### config.mk
export PLATFORM = sky130hd
export DESIGN_NAME = l2_arbiter
export DESIGN_NICKNAME = d
export VERILOG_FILES = /design/src/rtl/lc3b_types.sv /design/src/rtl/l2_arbiter_mux.sv /design/src/rtl/l2_arbiter.sv
export SDC_FILE = /design/constraint.sdc
export NUM_CORES = 1
export LEC_CHECK = 0
export CORE_AREA = 2 2 278 280
export DETAILED_ROUTE_END_ITERATION = 10
export DIE_AREA = 0 0 280 282
export SYNTH_ARGS = -nofsm -noshare
export SYNTH_HDL_FRONTEND = slang
export SYNTH_SLANG_ARGS = --single-unit
### constraint.sdc
create_clock -name clk -period 2.33 [get_ports clk]
set_clock_uncertainty 0.05 [all_clocks]
set_input_delay 0.233 -clock clk [delete_from_list [all_inputs] [get_ports clk]]
set_output_delay 0.233 -clock clk [all_outputs]
set_load 0.01 [all_outputs]
### src/rtl/lc3b_types.sv
// Shared LC-3b types used by the L2 arbiter (line, word, arbiter state, wait ceiling).
package lc3b_types;

  typedef logic [15:0]  lc3b_word;
  typedef logic [127:0] lc3b_block;

  typedef enum logic [1:0] {
    ARB_IDLE,
    ARB_SERVE_I,
    ARB_SERVE_D
  } l2_arb_state;

  localparam lc3b_word L2_ARB_WAIT_MAX = 16'hFFFF;

endpackage

### src/rtl/l2_arbiter_mux.sv
// Combinational routing between the two L1 caches and the L2 port, keyed by
// the arbiter state. The ungranted side always sees resp=0 and rdata=0.
module l2_arbiter_mux
  import lc3b_types::*;
(
  input  l2_arb_state state,
  input  logic        i_read,
  input  lc3b_word    i_address,
  output lc3b_block   i_rdata,
  output logic        i_resp,
  input  logic        d_read,
  input  logic        d_write,
  input  lc3b_word    d_address,
  input  lc3b_block   d_wdata,
  output lc3b_block   d_rdata,
  output logic        d_resp,
  output logic        l2_read,
  output logic        l2_write,
  output lc3b_word    l2_address,
  output lc3b_block   l2_wdata,
  input  lc3b_block   l2_rdata,
  input  logic        l2_resp
);

  // Forward the granted requester to L2 and steer the response back to it.
  always_comb begin
    i_rdata    = '0;
    i_resp     = 1'b0;
    d_rdata    = '0;
    d_resp     = 1'b0;
    l2_read    = 1'b0;
    l2_write   = 1'b0;
    l2_address = '0;
    l2_wdata   = '0;
    case (state)
      ARB_SERVE_I: begin
        l2_read    = i_read;
        l2_address = i_address;
        i_resp     = l2_resp;
        i_rdata    = l2_rdata;
      end
      ARB_SERVE_D: begin
        l2_read    = d_read;
        l2_write   = d_write;
        l2_address = d_address;
        l2_wdata   = d_wdata;
        d_resp     = l2_resp;
        d_rdata    = l2_rdata;
      end
      default: ;
    endcase
  end

endmodule

### src/rtl/l2_arbiter.sv
// L2 port arbiter between icache and dcache: three-state grant FSM plus a
// saturating wait-cycle counter. Define L2_ARB_ROUND_ROBIN_EN to alternate
// tie winners; otherwise dcache always wins a tie.
module l2_arbiter
  import lc3b_types::*;
(
  input  logic      clk,
  input  logic      reset,
  input  logic      i_read,
  input  lc3b_word  i_address,
  output lc3b_block i_rdata,
  output logic      i_resp,
  input  logic      d_read,
  input  logic      d_write,
  input  lc3b_word  d_address,
  input  lc3b_block d_wdata,
  output lc3b_block d_rdata,
  output logic      d_resp,
  output logic      l2_read,
  output logic      l2_write,
  output lc3b_word  l2_address,
  output lc3b_block l2_wdata,
  input  lc3b_block l2_rdata,
  input  logic      l2_resp,
  input  logic      wait_clear,
  output lc3b_word  wait_count
);

  l2_arb_state state_q, state_d;
  lc3b_word    wait_q, wait_d;
  logic        gap_q;       // current IDLE cycle directly follows a grant
  logic        d_req;
  logic        i_wins_tie;
  logic        i_wait, d_wait;

  assign d_req = d_read | d_write;

`ifdef L2_ARB_ROUND_ROBIN_EN
  logic last_grant_q, last_grant_d;  // 0 = icache, 1 = dcache

  // Remember which side received the most recent grant.
  always_comb begin
    last_grant_d = last_grant_q;
    if (state_q == ARB_IDLE && state_d == ARB_SERVE_I) last_grant_d = 1'b0;
    if (state_q == ARB_IDLE && state_d == ARB_SERVE_D) last_grant_d = 1'b1;
  end

  // Last-grant register.
  always_ff @(posedge clk) begin
    if (reset) last_grant_q <= 1'b0;
    else       last_grant_q <= last_grant_d;
  end

  assign i_wins_tie = last_grant_q;
`else
  assign i_wins_tie = 1'b0;
`endif

  // Grant FSM next state; a SERVE state is left only on the L2 response.
  always_comb begin
    state_d = state_q;
    case (state_q)
      ARB_IDLE: begin
        if (i_read && d_req) state_d = i_wins_tie ? ARB_SERVE_I : ARB_SERVE_D;
        else if (i_read)     state_d = ARB_SERVE_I;
        else if (d_req)      state_d = ARB_SERVE_D;
      end
      ARB_SERVE_I: if (l2_resp) state_d = ARB_IDLE;
      ARB_SERVE_D: if (l2_resp) state_d = ARB_IDLE;
      default:     state_d = ARB_IDLE;
    endcase
  end

  // A requester waits when the other side is served, when it loses an IDLE
  // tie, or during the mandatory gap after a grant. A fresh lone request
  // granted straight from IDLE does not count as waiting.
  always_comb begin
    i_wait = i_read && ((state_q == ARB_SERVE_D) ||
             (state_q == ARB_IDLE && (gap_q || state_d != ARB_SERVE_I)));
    d_wait = d_req && ((state_q == ARB_SERVE_I) ||
             (state_q == ARB_IDLE && (gap_q || state_d != ARB_SERVE_D)));
    wait_d = wait_q;
    if (wait_clear)                                        wait_d = '0;
    else if ((i_wait || d_wait) && wait_q != L2_ARB_WAIT_MAX) wait_d = wait_q + 16'd1;
  end

  // State, gap flag and wait counter registers.
  always_ff @(posedge clk) begin
    if (reset) begin
      state_q <= ARB_IDLE;
      gap_q   <= 1'b0;
      wait_q  <= '0;
    end else begin
      state_q <= state_d;
      gap_q   <= (state_q != ARB_IDLE);
      wait_q  <= wait_d;
    end
  end

  assign wait_count = wait_q;

  l2_arbiter_mux u_mux (
    .state      (state_q),
    .i_read     (i_read),
    .i_address  (i_address),
    .i_rdata    (i_rdata),
    .i_resp     (i_resp),
    .d_read     (d_read),
    .d_write    (d_write),
    .d_address  (d_address),
    .d_wdata    (d_wdata),
    .d_rdata    (d_rdata),
    .d_resp     (d_resp),
    .l2_read    (l2_read),
    .l2_write   (l2_write),
    .l2_address (l2_address),
    .l2_wdata   (l2_wdata),
    .l2_rdata   (l2_rdata),
    .l2_resp    (l2_resp)
  );

endmodule

==> flow_metrics.tcl <==
set metrics [dict create \
    status "complete, but fails checks" \
    failed_checks "setup timing" \
    yosysMostFrequentCell "and2_1" \
    p_leak_nw 7.267 \
    htreeDepth 1 \
    r2r-start "state_q[0]" \
    p_switching_mw 1.022 \
    arrival_ps 2050 \
    num_rows 101 \
    gp_congestion 0.8699 \
    synthToLayoutAreaGrowth_pct 242.6 \
    remaining_drc_errors 0 \
    p_comb_share_pct 75.9 \
    reg2reg_slack_ps 150 \
    hold_buffers 0 \
    rsz0062_at_grt "yes" \
    post-route-period-util_pct 100.2 \
    slew_headroom_pct 75.52 \
    cp_max_fo 48 \
    place_area_um2 12480 \
    whs_path_depth 2 \
    min_from "wait_count[15]" \
    worst_slew_pin_slew_ps 366.1 \
    crit_type "register to output pin" \
    p_total_mw 2.881 \
    numPortBuffers 714 \
    synth_edf_count 0 \
    syn_nets 893 \
    cts_tree "yes" \
    max-cap-violations 0 \
    finalWirelength_mm 55.05 \
    fillers 8541 \
    seqPwrFrac_pct 11.6 \
    viasPerCell 3.144 \
    vias 7222 \
    ys_types 42 \
    ys.flop_type "dfxtp_1" \
    fin_cells 2297 \
    wire_per_inst_um 23.97 \
    end_kind "output pin" \
    first_global_vias 6891 \
    yosys-top-cells-area "and2_1 (62%), dfxtp_1 (9.7%), clkbuf_1 (4.6%), a22oi_1 (3.3%), nor2b_1 (2.9%)" \
    irDropWorstVdd_uv 193.2 \
    synth_common_cells "and2_1 (388), clkbuf_1 (48), dfxtp_1 (19), nor2b_1 (18), a22oi_1 (17)" \
    slowest_stage "clkdlybuf4s50_1" \
    syn_area_um2 3911 \
    synth_top_area_share_pct 62.06 \
    core_area_um2 75700 \
    fin_ws_ps -5.099 \
    clkLatencyLatePin_ps 250 \
    cts-root-buf "clkbuf_16" \
    ys_warn_count 0 \
    synth_top_area_cell "and2_1" \
    start_util_pct 5.167 \
    cts.path.max_buffers 2 \
    syn_area_per_cell_um2 6.596 \
    required_ps 2050 \
    cts_buffers 3 \
    grt.overflow.total 0 \
    placedCellCount 2260 \
    first_iter_violations 300 \
    grt_pass1_wl_mm 66.29 \
    multi_input_area_um2 3362 \
    whs_ps 452.0 \
    finalInstanceArea_um2 13400 \
    reg2reg_depth 8 \
    switching_share_pct 35.46 \
    syn_inst 593 \
    die-area_um2 78960 \
    setup_tns_ps -8.719 \
    cp.buffers_inverters 4 \
    r2r-end "wait_count[10]" \
    async_flop_share_pct 0 \
    path_cells "buf_4, ha_4, buf_12, buf_16, and2_1, clkdlybuf4s50_1" \
    antenna_found_initial 54 \
    die_w_um 280 \
    ys_ff_latch 19 \
    maxClockFrequency_mhz 428.2 \
    setup_viol 2 \
    cp.depth 6 \
    die_y_um 282 \
    dp_hpwl_mm 47.51 \
    cp-start-kind "register" \
    drt_first_pass_iters 4 \
    numClockSinks 19 \
    hold_end "wait_count[15]" \
    fin_crit_ps 2335 \
    hold_viol_final 0 \
    ant_nets 0 \
    clkTransAtPathRegs_ps 60 \
    clockPowerShare_pct 12.5 \
    power_density_nw_per_um2 215.0 \
    grt_max_degree 60 \
    nNetsFinal 1610 \
    grt_usage_pct 12.70 \
    io_pins 715 \
    drive_gt1_share_pct 8.480 \
    ff_latch_area_um2 380.4 \
    hp-class "register to register" \
    p_int_mw 1.859 \
    seq_area_frac_synth_pct 9.725 \
    critPathTopFamily "buffers and inverters" \
    slowest_delay_ps 540 \
    drv_slew 0 \
]
[state kept, by name, summed over array words and instances, names as in the netlist]
signal and flops:
wait_count 16, gap_q 1, state_q 2
[metal layers]
metal	track usage (%)	vias to the layer above	wire [um]
met3	9.430	108	8750
met5	0	-	493
li1	-	3317	-
met2	21.20	490	25260
met1	13.04	3229	19450
met4	1.687	78	1098
[layout make-up]
class / instances / share of cell area [%]
diodes: 10 / 0.1867
clock buffers: 3 / 0.5602
clock inverters: 1 / 0.03734
inverters: 2 / 0.05602
multi-input cells: 520 / 25.09
flip-flops and latches: 19 / 2.838
well taps: 978 / 9.131
repair buffers: 764 / 62.10
[logic make-up after synthesis]
family,Yosys count,synth area share [%]
buffers and inverters,54,5.438
AND/OR/NAND/NOR,465,73.35
XOR/XNOR,6,1.344
adder cells (fa/ha/maj),5,1.599
multiplexers,3,0.7678
AO/OA/AOI/OAI,41,7.773
flip-flops,19,9.725
[cells in the final DEF, fill, tap and decap left out, drive strengths merged, types with 4 or more instances in the layout]
| cell type | n |
|---|---|
| a31oi | 4 |
| ha | 5 |
| diode | 10 |
| xnor2 | 6 |
| dlymetal6s2s | 135 |
| buf | 85 |
| clkdlybuf4s50 | 478 |
| clkbuf | 8 |
| nand4 | 6 |
| a21oi | 6 |
| nor2 | 15 |
| nor2b | 18 |
| nand3 | 4 |
| dfxtp | 19 |
| and2 | 390 |
| a41o | 4 |
| dlygate4sd2 | 58 |
| a22oi | 17 |
| nand2 | 14 |
[worst max path at each step]
stage / slack, ps / end / from
detailed placement: 90 / wait_count[13] / d_write
floorplan: 170 / wait_count[10] / state_q[0]
global route: -80 / i_rdata[73] / state_q[0]
CTS: -6 / d_rdata[35] / state_q[1]
finish: -5 / i_rdata[73] / state_q[0]
global placement: 120 / wait_count[5] / d_write
[power groups by stage]
stage | combinational, mW | sequential [mW] | clock, mW
after global placement | 2.05 | 0.340 | 0
after detailed placement | 2.05 | 0.340 | 0
after CTS | 2.15 | 0.333 | 0.367
final | 2.19 | 0.333 | 0.361
after floorplan | 0.584 | 0.343 | 0
after global routing | 2.32 | 0.333 | 0.382
[metrics by stage]
step / util [%] / worst slack, ps
5_1_grt: 17.68 / -75.48
2_1_floorplan: - / 166.6
6_report: 17.70 / -5.099
4_1_cts: 16.94 / -6.166
3_5_place_dp: 16.49 / 92.37
3_3_place_gp: 16.49 / 122.2
[timing repair]
item | 4_1_cts | 5_1_grt
gates resized for setup | 67 | 147
cloned | 6 | 6
setup buffers | 8 | 3
setup endpoints to repair | 80 | 260
pin swaps | 0 | 0
[worst reg2reg max path, cell delays in order, from the launching register on]
cell and delay (ps):
dfxtp_1 310, inv_1 120, ha_2 330, nor2b_1 150, o22ai_1 250, o2111ai_2 180, and2_4 210, or4_1 470
nand2_1 80
(Power assumes the default switching activity.)
